### src/rtl/mdu_pkg.sv
// Shared definitions for the iterative multiply/divide unit: op encodings,
// FSM state type and the iteration-counter width helper.
package mdu_pkg;

  localparam int MDU_N = 32;

  localparam logic [1:0] OP_MULT  = 2'b00;
  localparam logic [1:0] OP_MULTU = 2'b01;
  localparam logic [1:0] OP_DIV   = 2'b10;
  localparam logic [1:0] OP_DIVU  = 2'b11;

  typedef enum logic [1:0] {
    IDLE   = 2'b00,
    RUN    = 2'b01,
    FINISH = 2'b10
  } state_t;

  // The counter holds values N..0, so it needs clog2(N+1) bits.
  function automatic int cnt_width(input int n);
    return $clog2(n + 1);
  endfunction

  localparam int MDU_CNT_W = cnt_width(MDU_N);

endpackage

### src/rtl/mdu_divider.sv
// Restoring-division step datapath: one quotient bit per step, operating on
// unsigned magnitudes. Sign fix-up and divide-by-zero handling live in the top.
module mdu_divider
  import mdu_pkg::*;
#(
  parameter int N = MDU_N
) (
  input  logic         clk,
  input  logic         reset,
  input  logic         load,
  input  logic         step,
  input  logic [N-1:0] dividend,
  input  logic [N-1:0] divisor,
  output logic [N-1:0] quotient,
  output logic [N-1:0] remainder
);

  logic [N-1:0] dvs_q;
  logic [N:0]   rem_sh;
  logic         fits;
  logic [N-1:0] trial;

  // Shift the next dividend bit into the partial remainder and trial-subtract.
  // NOTE: every signal written in always_comb is assigned on every path, so no latch is inferred.
  always_comb begin
    rem_sh = {remainder, quotient[N-1]};
    fits   = (rem_sh >= {1'b0, dvs_q});
    // When the subtract fits, the true difference is below the divisor and
    // therefore fits in N bits, so modular N-bit arithmetic is exact.
    trial  = rem_sh[N-1:0] - dvs_q;
  end

  // Load operands on start, then retire one quotient bit per step.
  // NOTE: sequential state uses non-blocking assignments so all registers update together at the edge.
  always_ff @(posedge clk) begin
    if (reset) begin
      quotient  <= '0;
      remainder <= '0;
      dvs_q     <= '0;
    end else if (load) begin
      quotient  <= dividend;
      remainder <= '0;
      dvs_q     <= divisor;
    end else if (step) begin
      quotient  <= {quotient[N-2:0], fits};
      remainder <= fits ? trial : rem_sh[N-1:0];
    end
  end

endmodule

### src/rtl/mult_div_unit.sv
// Iterative MIPS multiply/divide unit holding the architectural HI/LO
// registers. Start/busy/done handshake, N iterations per operation.
// Optional build macro MDU_EARLY_TERM_EN: multiplies finish as soon as the
// remaining multiplier bits are all zero (results unchanged, latency shorter).
module mult_div_unit
  import mdu_pkg::*;
#(
  parameter int N = MDU_N
) (
  input  logic         clk,
  input  logic         reset,
  input  logic         start,
  input  logic [1:0]   op,
  input  logic [N-1:0] operand_a,
  input  logic [N-1:0] operand_b,
  input  logic         hi_write,
  input  logic         lo_write,
  input  logic [N-1:0] write_data,
  output logic         busy,
  output logic         done,
  output logic         div_by_zero,
  output logic [N-1:0] hi,
  output logic [N-1:0] lo
);

  localparam int CW = cnt_width(N);

  state_t         state;
  logic [1:0]     op_q;
  logic           sign_a, sign_b, b_zero;
  logic [N-1:0]   a_raw;
  logic [CW-1:0]  cnt;

  // Shift-add multiply datapath: accumulator, left-shifting multiplicand,
  // right-shifting multiplier.
  logic [2*N-1:0] acc, mcand;
  logic [N-1:0]   mplier;

  logic           is_signed;
  logic [N-1:0]   mag_a, mag_b;
  logic [2*N-1:0] acc_nxt, prod;
  logic [N-1:0]   mplier_nxt;
  logic           run_last;
  logic [N-1:0]   div_quo, div_rem, quo_s, rem_s;

  mdu_divider #(.N(N)) u_divider (
    .clk       (clk),
    .reset     (reset),
    .load      (state == IDLE && start),
    .step      (state == RUN && op_q[1]),
    .dividend  (mag_a),
    .divisor   (mag_b),
    .quotient  (div_quo),
    .remainder (div_rem)
  );

  // Operand magnitudes, next multiply step, end-of-run detect and sign fix-up.
  always_comb begin
    is_signed  = (op == OP_MULT) || (op == OP_DIV);
    mag_a      = (is_signed && operand_a[N-1]) ? -operand_a : operand_a;
    mag_b      = (is_signed && operand_b[N-1]) ? -operand_b : operand_b;
    acc_nxt    = mplier[0] ? acc + mcand : acc;
    mplier_nxt = mplier >> 1;
    run_last   = (cnt == CW'(1));
`ifdef MDU_EARLY_TERM_EN
    // Once the unconsumed multiplier bits are zero, no further adds can occur.
    if (!op_q[1] && (mplier_nxt == '0)) run_last = 1'b1;
`endif
    prod  = ((op_q == OP_MULT) && (sign_a ^ sign_b)) ? -acc : acc;
    quo_s = ((op_q == OP_DIV) && (sign_a ^ sign_b)) ? -div_quo : div_quo;
    rem_s = ((op_q == OP_DIV) && sign_a) ? -div_rem : div_rem;
  end

  // Control FSM with registered handshake outputs and HI/LO updates.
  always_ff @(posedge clk) begin
    if (reset) begin
      state       <= IDLE;
      op_q        <= OP_MULT;
      sign_a      <= 1'b0;
      sign_b      <= 1'b0;
      b_zero      <= 1'b0;
      a_raw       <= '0;
      cnt         <= '0;
      acc         <= '0;
      mcand       <= '0;
      mplier      <= '0;
      busy        <= 1'b0;
      done        <= 1'b0;
      div_by_zero <= 1'b0;
      hi          <= '0;
      lo          <= '0;
    end else begin
      done        <= 1'b0;
      div_by_zero <= 1'b0;
      unique case (state)
        IDLE: begin
          if (start) begin
            op_q   <= op;
            sign_a <= is_signed && operand_a[N-1];
            sign_b <= is_signed && operand_b[N-1];
            b_zero <= (operand_b == '0);
            a_raw  <= operand_a;
            cnt    <= CW'(N);
            acc    <= '0;
            mcand  <= {{N{1'b0}}, mag_a};
            mplier <= mag_b;
            busy   <= 1'b1;
            state  <= RUN;
          end else begin
            if (hi_write) hi <= write_data;
            if (lo_write) lo <= write_data;
          end
        end
        RUN: begin
          acc    <= acc_nxt;
          mcand  <= mcand << 1;
          mplier <= mplier_nxt;
          cnt    <= cnt - CW'(1);
          if (run_last) state <= FINISH;
        end
        FINISH: begin
          if (!op_q[1]) begin
            {hi, lo} <= prod;
          end else if (b_zero) begin
            hi          <= a_raw;
            lo          <= '1;
            div_by_zero <= 1'b1;
          end else begin
            hi <= rem_s;
            lo <= quo_s;
          end
          done  <= 1'b1;
          busy  <= 1'b0;
          state <= IDLE;
        end
        default: state <= IDLE;
      endcase
    end
  end

endmodule

### config.mk
export PLATFORM = sky130hd
export DESIGN_NAME = mult_div_unit
export DESIGN_NICKNAME = d
export VERILOG_FILES = /design/src/rtl/mdu_pkg.sv /design/src/rtl/mdu_divider.sv /design/src/rtl/mult_div_unit.sv
export SDC_FILE = /design/constraint.sdc
export NUM_CORES = 1
export LEC_CHECK = 0
export ABC_AREA = 1
export BUFFER_PORTS_ARGS = -buffer_cell sky130_fd_sc_hd__buf_2
export CAP_MARGIN = 40
export CORE_UTILIZATION = 35
export CTS_CLUSTER_SIZE = 20
export DETAILED_ROUTE_END_ITERATION = 6
export GPL_TIMING_DRIVEN = 0
export PLACE_DENSITY = 0.52
export SLEW_MARGIN = 30
export SYNTH_ARGS = -nofsm -noshare
export SYNTH_HDL_FRONTEND = slang
export SYNTH_HIERARCHICAL = 1
export SYNTH_SLANG_ARGS = --single-unit
### constraint.sdc
create_clock -name clk -period 2.41 [get_ports clk]
set_input_delay 0.482 -clock clk [delete_from_list [all_inputs] [get_ports clk]]
set_output_delay 0.482 -clock clk [all_outputs]
set_load 0.01 [all_outputs]
* Word-level counts from Yosys, hierarchy flattened
Cells that the tools add are included.
** Operators by class
- Muxes and demuxes :: 34
- Reduce and logical (&&, ||, !) cells :: 24
- Bitwise gates (word level) :: 3
- Magnitude comparators :: 1
- Add/subtract/negate cells :: 8
- Equality and inequality tests :: 11
- Shifts and indexed selects :: 0
- Divide/modulo/power cells :: 0
- Multiply operators :: 0
** Operator list (number)
- $mux W32 :: 16
- $mux W64 :: 4
- $pmux W64 S2 :: 2
- $pmux W32 S2 :: 3
- $neg A32 Y32 :: 4
- $add A64 B64 Y64 :: 1
- $neg A64 Y64 :: 1
- $ge A33 B32 Y1 :: 1
- $logic_not A32 Y1 :: 1
- $sub A32 B32 Y32 :: 1
- $ne A2 B2 Y1 const B :: 6
- $pmux W6 S2 :: 1
- $reduce_and A3 Y1 :: 3
- $reduce_and A2 Y1 :: 4
- $logic_and A1 B1 Y1 :: 7
- $eq A2 B2 Y1 const B :: 3
- $eq A6 B1 Y1 const B :: 1
- $logic_not A2 Y1 :: 3
- $mux W6 :: 1
- $reduce_bool A2 Y1 :: 3
- $sub A6 B1 Y6 const B :: 1
- $mux W2 :: 2
- $pmux W2 S2 :: 1
- $mux W1 :: 3
- other kinds (7) :: 8
** Word-level totals
- Logic and storage cells :: 99
- Memory bits (writable) :: 0
- Output and inout port bits :: 67
- Input bits :: 103
- ROM bits :: 0
- Memories kept :: 0
- Latch bits :: 0
- Bits in registers :: 368

* Logic depth before layout (Yosys ltp)
Gate-level depths: netlist of run 1.
- Word-level depth :: 6
- Gate-level depth with buffers :: 17
- Gate-level depth less buffers :: 17

* By module
The synthesis of run 1 kept the hierarchy.
** Modules (own cells, without submodules)
- mult_div_unit :: instances 1, cells an instance 3984, area an instance 22455.3 µm²
- mdu_divider :: instances 1, cells an instance 1048, area an instance 6463.7 µm²

* Least setup slack after synthesis of run 1
OpenSTA, ideal clock, no wires.
- Kind :: input-to-reg
- Start point :: in start
- End point :: reg u_divider.quotient[20]
- Arrival time :: 2.446 ns
- Cell stages on the path :: 10
- Setup slack :: -0.101 ns
- Cell sequence :: nand2_1 nor2_1 clkbuf_1 clkbuf_1 nor2_1 inv_1 clkbuf_1 buf_1 o221ai_1 nor2_1
** Between the ends
- Cells in the longest elaborated chain, start to end :: 2
** RTL lines
- from (decl) :: line mult_div_unit.sv:12 : input logic start,
- $logic_and A1 B1 Y1 (*) :: line mult_div_unit.sv:49 : .load (state == IDLE && start),
- $mux W32 or $reduce_bool A2 Y1 (tied branches)
- to (signal assigned) :: line mdu_divider.sv:41 : quotient <= dividend;
- to (signal assigned) :: line mdu_divider.sv:45 : quotient <= {quotient[N-2:0], fits};
- to (decl) :: line mdu_divider.sv:14 : output logic [N-1:0] quotient,
Every way passes the cells marked *; elsewhere a longest branch is shown, timed or not.
A chain may end at the register's enable or synchronous reset.

* Final worst setup path of run 1
- Start point :: reg b_zero
- End point :: reg hi[17]
** Between the ends
- Cells in the longest elaborated chain, start to end :: 3
** RTL lines
- from (decl) :: line mult_div_unit.sv:30 : logic sign_a, sign_b, b_zero;
- from (signal assigned) :: line mult_div_unit.sv:101 : b_zero <= (operand_b == '0);
- $mux W32 :: line mult_div_unit.sv:124 : end else if (b_zero) begin
- $mux W32 :: line mult_div_unit.sv:122 : if (!op_q[1]) begin
- $pmux W32 S2 :: line mult_div_unit.sv:95 : unique case (state)
- to (signal assigned) :: line mult_div_unit.sv:123 : {hi, lo} <= prod;
- to (signal assigned) :: line mult_div_unit.sv:125 : hi <= a_raw;
- to (signal assigned) :: line mult_div_unit.sv:129 : hi <= rem_s;
- to (decl) :: line mult_div_unit.sv:22 : output logic [N-1:0] hi,
No other way between the ends.

==> results of run 1 <==
==> state kept, by name (all words and copies together) (netlist names) <==
register and flops:
a_raw 32, acc 64, b_zero 1, busy 1, cnt 6, div_by_zero 1, done 1, hi 32
lo 32, mcand 64, mplier 32, op_q 2, sign_a 1, sign_b 1, state 2, u_divider/dvs_q 32
u_divider/quotient 32, u_divider/remainder 32
==> power by group <==
group / total (mW) / internal, mW / switching, mW
clock network: 7.00 / 4.01 / 3.00
registers: 6.96 / 6.52 / 0.446
logic: 4.83 / 1.42 / 3.42
total: 18.8 / 11.9 / 6.86
==> through the flow <==
step	cell area [µm²]	TNS, ns
global route	34100	-0.0316
finish	34100	-0.0409
CTS	33200	-0.0131
detailed placement	31200	-220.56
floorplan	28900	0
global placement	31100	-268.09
==> cells in the final DEF, fill, tap and decap left out, drive strengths merged, types with 14 or more instances in the layout <==
cell type  count
nand2       1626
a21oi        396
xor2          60
a31oi         35
clkinv        14
or2           32
nor2         591
buf          247
nor3          48
a22oi         67
nand3        355
clkbuf       193
dfxtp        368
ha           102
nand4         43
xnor2         29
o221ai        32
nand3b        58
inv          692
o21ai        267
==> routing by layer <==
metal	global-route usage (%)	vias to the layer above	wire (µm)
met5	0	-	58
met3	5.02	250	12600
li1	-	16600	-
met1	47.1	16000	64700
met4	13.9	8	6320
met2	50.0	1438	60500
==> area by class of cell <==
class                   instances  area (µm²)
diodes                          2        5.00
well taps                    1070        1340
flip-flops and latches        368        7550
multi-input cells            3792       19100
plain buffers                 176         891
inverters                     696        2630
clock buffers                  64        1280
clock inverters                16         175
repair buffers                200        1120
fillers                      9208       47900
==> worst paths after layout <==
| path | from | endpoint | slack, ns | cells past startpoint |
|---|---|---|---|---|
| min reg2reg | a_raw[0] | a_raw[0] | 0.47 | 2 |
| max | b_zero | hi[17] | -0.04 | 7 |
| min | reset | u_divider/quotient[0] | 0.13 | 2 |
| max reg2reg | b_zero | hi[17] | -0.04 | 7 |
==> logic make-up after synthesis <==
| logic type | count (synthesis) | synth area share (%) |
|---|---|---|
| xor+xnor | 89 | 2.70 |
| buf+inv | 872 | 11.7 |
| simple gates | 2770 | 39.7 |
| fa+ha+maj | 104 | 4.55 |
| flops | 368 | 25.5 |
| compound gates | 829 | 15.9 |
==> timing repair <==
action	4_1_cts	5_1_grt
hold endpoints to repair	0	0
setup endpoints to repair	326	167
buffers inserted	7	11
resized for setup	151	238
pin swaps	6	12
==> results.sh, run 1 <==
export IMPL_async_flop_share_pct=0
export IMPL_syn_area_mm2=0.0289
export IMPL_hpwl_um=120000
export IMPL_required_ns=2.92
export IMPL_crit_top_cell="nand2_1"
export IMPL_grt_pass1_wl_um=204000
export IMPL_leakage_nw=16.8
export IMPL_place_gp_congestion=1.03
export IMPL_synthTopCellsByCount="nand2_1 (1614), inv_1 (684), nor2_1 (579), a21oi_1 (391), dfxtp_1 (368)"
export IMPL_outcome="complete, but fails checks"
export IMPL_drtAntennaViolNets=0
export IMPL_coreArea_mm2=0.0820
export IMPL_dp_slack_ns=-1.75
export IMPL_gr_total_overflow=0
export IMPL_finalSetupViolCount=1
export IMPL_rsz0062_at_grt="yes"
export IMPL_cts_sinks=368
export IMPL_clk_path_buf_depth=3
export IMPL_period_share_pct=102
export IMPL_cp_max_fo=10
export IMPL_vias=34300
export IMPL_critPathArrivalTime_ns=2.96
export IMPL_powerDensity_mw_per_mm2=551
export IMPL_path_buf_inv=3
export IMPL_synth_edff_count=0
export IMPL_via_per_inst=5.37
export IMPL_ys_warn_count=6
export IMPL_yosysTopAreaCell="dfxtp_1"
export IMPL_antenna_found_initial=8
export IMPL_crit_chain="buf_2 -> clkinv_1 -> clkbuf_2 -> o211ai_1 -> nand2_1 -> nand2_1 -> a21oi_1"
export IMPL_cp_top_family="buffers and inverters"
export IMPL_dr_first_iter_drc_count=3860
export IMPL_irDropWorstVdd_mv=0.611
export IMPL_clock_skew_ns=0.0287
export IMPL_placedCellCount=6284
export IMPL_die_x_um=289
export IMPL_max_stage_delay_ns=0.76
export IMPL_io_buffers=169
export IMPL_htree_levels=2
export IMPL_drt_total_wl_um=144000
export IMPL_hp_class="in2reg"
export IMPL_setup_slack_ns=-0.0409
export IMPL_syn2layout_area_growth_pct=17.9
export IMPL_ios=170
export IMPL_synth_seq_cells=368
export IMPL_crit_slowest_cell="o211ai_1"
export IMPL_utilization_pct=41.6
export IMPL_slew_headroom_pct=39.9
export IMPL_syn_nets=5239
export IMPL_worst_slew_pin_slew_ns=0.901
export IMPL_power_mw=18.8
export IMPL_post_route_min_period_ns=2.45
export IMPL_synth_area_per_cell_um2=5.75
export IMPL_drive_above_1_share_pct=12.4
export IMPL_yosysSeqAreaShare_pct=25.5
export IMPL_holdWs_ns=0.134
export IMPL_cp_start_kind="flip-flop"
export IMPL_fin_nets=5486
export IMPL_grt_max_degree=16
export IMPL_max_freq_mhz=408
export IMPL_violations="negative setup slack"
export IMPL_yosys_top_cells_area="dfxtp_1 (25%), nand2_1 (21%), inv_1 (8.9%)"
export IMPL_ys_types=58
export IMPL_clkLatencyLatePin_ns=0.63
export IMPL_hold_viol=0
export IMPL_root_buffer="clkbuf_16"
export IMPL_cp_end_kind="flip-flop"
export IMPL_cts_tree="yes"
export IMPL_wl_per_cell_um=22.6
export IMPL_synth_most_common_cell="nand2_1"
export IMPL_critPathKind="reg2reg"
export IMPL_die_area_mm2=0.0838
export IMPL_row_count=105
export IMPL_synth_top_area_share_pct=25.5
export IMPL_grt_usage_pct=33.3
export IMPL_netlist_instances=5032
export IMPL_hold_buffers=0
export IMPL_numCtsBuffers=45
export IMPL_firstDrtPassIters=7
export IMPL_max_cap_violations=0
export IMPL_ys_flop_type="dfxtp_1"
export IMPL_drc=0
export IMPL_fin_cells=6384
export IMPL_initial_core_util_pct=35.3
export IMPL_die_h_um=289
export IMPL_drv_slew=0
export IMPL_clk_pin_slew_ns=0.06
export IMPL_grt_pass1_vias=30800
No activity file was read; power rests on OpenSTA's default activity.
==> inputs of run 2 (changes only) <==
Settings changed: ABC_AREA 1 to unset, PLACE_DENSITY 0.52 to 0.5.
Clock period 2.41 ns to 2.9 ns, I/O delays scaled along.
==> run 2 against run 1 <==
Effect of this change:
- the run ends with design-rule violations, negative setup slack left
- design area is 8.6% lower
- final cell count fell by 30%
- critical path depth increased by 7
- sequential cell count stayed put
- hold slack improved by 0.14 ns
- clock power down 20%
- worst setup slack got worse by 0.46 ns
- critical endpoint is now acc[56]
==> results.sh, run 2 <==
export IMPL_outcome="complete, but fails checks"
export IMPL_violations="design-rule violations, negative setup slack"
export IMPL_startpoint="mcand[0]"
export IMPL_clk_pin_slew_ns=0.06
export IMPL_synth_most_common_cell="nand2_1"
export IMPL_async_flop_share_pct=0
export IMPL_ys_flop_type="dfxtp_1"
export IMPL_die_x_um=264
export IMPL_clk_path_buf_depth=3
export IMPL_die_h_um=264
export IMPL_syn2layout_area_growth_pct=29.4
export IMPL_r2r_slack_ns=-0.50
export IMPL_synth_edff_count=0
export IMPL_max_freq_mhz=294
export IMPL_cp_max_fo=5
export IMPL_root_buffer="clkbuf_16"
export IMPL_diodes=0
export IMPL_hold_buffers=0
export IMPL_dr_first_iter_drc_count=2340
export IMPL_hold_viol=0
export IMPL_worst_slew_pin_slew_ns=1.05
export IMPL_syn_area_mm2=0.0241
export IMPL_htree_levels=2
export IMPL_drtAntennaViolNets=0
export IMPL_fin_nets=3745
export IMPL_ys_types=94
export IMPL_row_count=95
export IMPL_clock_skew_ns=0.0183
export IMPL_yosys_top_cells_area="dfxtp_1 (31%), a21oi_1 (7.4%), nand2_1 (6.3%)"
export IMPL_placed_area_mm2=0.0262
export IMPL_synth_area_per_cell_um2=7.56
export IMPL_via_per_inst=5.87
export IMPL_grt_usage_pct=30.6
export IMPL_irDropWorstVdd_mv=0.398
export IMPL_switching_share_pct=33.4
export IMPL_cp_end_kind="flip-flop"
export IMPL_cp_endpoint="acc[56]"
export IMPL_clkLatencyLatePin_ns=0.60
export IMPL_period_share_pct=117
export IMPL_r2r_end="acc[56]"
export IMPL_layout_common_cells="nand2_1 (390), nor2_1 (332), a21oi_1 (315), dfxtp_1 (287), buf_2 (172)"
export IMPL_gr_total_overflow=0
export IMPL_power_switching_mw=4.92
export IMPL_rr_startpoint="mcand[0]"
export IMPL_fin_area_mm2=0.0312
export IMPL_leakage_nw=12.3
export IMPL_holdWs_ns=0.278
export IMPL_critPathArrivalTime_ns=3.94
export IMPL_final_setup_tns_ns=-16.02
export IMPL_ios=170
export IMPL_wl_per_cell_um=25.1
export IMPL_die_area_mm2=0.0699
export IMPL_numCtsBuffers=45
export IMPL_io_buffers=169
export IMPL_pwr_share_clk_pct=38.2
export IMPL_required_ns=3.44
export IMPL_seq_power_share_pct=38.3
export IMPL_synth_top_area_share_pct=30.6
export IMPL_cts_tree="yes"
export IMPL_hpwl_um=87800
export IMPL_p_int_mw=9.82
export IMPL_p_comb_share_pct=23.5
export IMPL_grt_pass1_vias=24800
export IMPL_synth_seq_cells=368
export IMPL_grt_max_degree=20
export IMPL_synthTopCellsByCount="nand2_1 (406), dfxtp_1 (368), a21oi_1 (357), nor2_1 (355), clkbuf_1 (171)"
export IMPL_grt_pass1_wl_um=161000
export IMPL_netlist_instances=3188
export IMPL_firstDrtPassIters=7
export IMPL_drv_slew=0
export IMPL_cts_sinks=368
export IMPL_initial_core_util_pct=35.6
export IMPL_vias=26100
export IMPL_fillers=6806
export IMPL_yosysTopAreaCell="dfxtp_1"
export IMPL_finalSetupViolCount=70
export IMPL_drt_total_wl_um=112000
export IMPL_slew_headroom_pct=30.2
export IMPL_cp_start_kind="flip-flop"
export IMPL_place_gp_congestion=0.986
export IMPL_dp_slack_ns=-1.98
export IMPL_critPathKind="reg2reg"
export IMPL_max_cap_violations=0
export IMPL_antenna_found_initial=6
export IMPL_powerDensity_mw_per_mm2=473
export IMPL_yosysSeqAreaShare_pct=30.6
export IMPL_coreArea_mm2=0.0676
export IMPL_setup_slack_ns=-0.498
export IMPL_reg_top3="acc x64, mcand x64"
export IMPL_syn_nets=3395
export IMPL_ys_warn_count=6
export IMPL_final_common_cell="nand2_1"
export IMPL_drive_above_1_share_pct=23.2
export IMPL_post_route_min_period_ns=3.40
export IMPL_worst_r2r_cell_count=14
export IMPL_hp_class="in2reg"
export IMPL_rsz0062_at_grt="yes"
export IMPL_drc=2
==> run 2: cell families (layout without fill, tap and decap cells) <==
kind of cell	after synthesis	count (layout)	synth area share, %
buffers and inverters	290	673	4.76
flip-flops	368	368	30.6
multiplexers	90	90	3.75
AO/OA/AOI/OAI	982	982	25.7
AND/OR/NAND/NOR	1092	1092	20.2
adder cells (fa/ha/maj)	104	104	5.46
XOR/XNOR	262	262	9.52
==> run 2: worst min-delay path by stage <==
stage | from | end | slack [ns] | cells after the start
after global placement | a_raw[28] | a_raw[28] | 0.45 | 2
final | operand_a[20] | a_raw[20] | 0.28 | 3
after global routing | op[1] | op_q[1] | 0.27 | 3
after CTS | operand_a[20] | a_raw[20] | 0.26 | 3
after detailed placement | a_raw[0] | a_raw[0] | 0.45 | 2
after floorplan | a_raw[19] | a_raw[19] | 0.43 | 2
==> run 2: layout make-up <==
cell class	instances	area (µm²)	area share [%]
flip-flops and latches	368	7560	24.2
clock buffers	75	1380	4.43
multi-input cells	2530	17800	57.0
plain buffers	189	853	2.74
inverters	84	322	1.03
repair buffers	320	2170	6.97
clock inverters	5	31.3	0.100
well taps	873	1090	3.50
==> run 2: what timing repair did <==
action                     in CTS  in global routing
pin swaps                     117                148
setup endpoints to repair     266                163
setup buffers                 109                 43
resized for setup             407                236
gates cloned                    0                  1
==> run 2: power groups by stage <==
stage               Sequential (mW)  Combinational, mW  Clock (mW)
floorplan                      5.62               1.78           0
global placement               5.73               2.76           0
detailed placement             5.73               2.80           0
CTS                            5.63               3.16        5.69
global route                   5.66               3.69        5.89
finish                         5.65               3.46        5.63
==> run 2: stage by stage <==
stage                     util [%]  total power, mW  std cells
after global placement        38.6             8.49       4230
after CTS                     44.2             14.5       4411
after floorplan                  -             7.39       3188
final                         46.1             14.7       4444
after global routing          46.1             15.2       4444
after detailed placement      38.7             8.54       4240
==> run 2: per-layer routing <==
layer	up-vias	share of wire (%)	global-route usage, %
met3	225	7.4	5.79
met4	4	4.9	13.0
met5	-	0.023	0
met2	1062	43	47.6
met1	12600	44	41.2
li1	12200	-	-
==> run 2: worst max-delay path, stage by stage, from the launching register on <==
cell,delay [ns]
dfxtp_4,0.39
ha_4,0.14
inv_2,0.03
fa_2,0.36
nor2b_4,0.16
o31ai_4,0.08
a211o_4,0.36
a31o_4,0.26
o31ai_4,0.22
a211o_1,0.21
nor3b_4,0.31
a41o_4,0.32
nand4_1,0.14
a311oi_1,0.25
nand2b_1,0.13
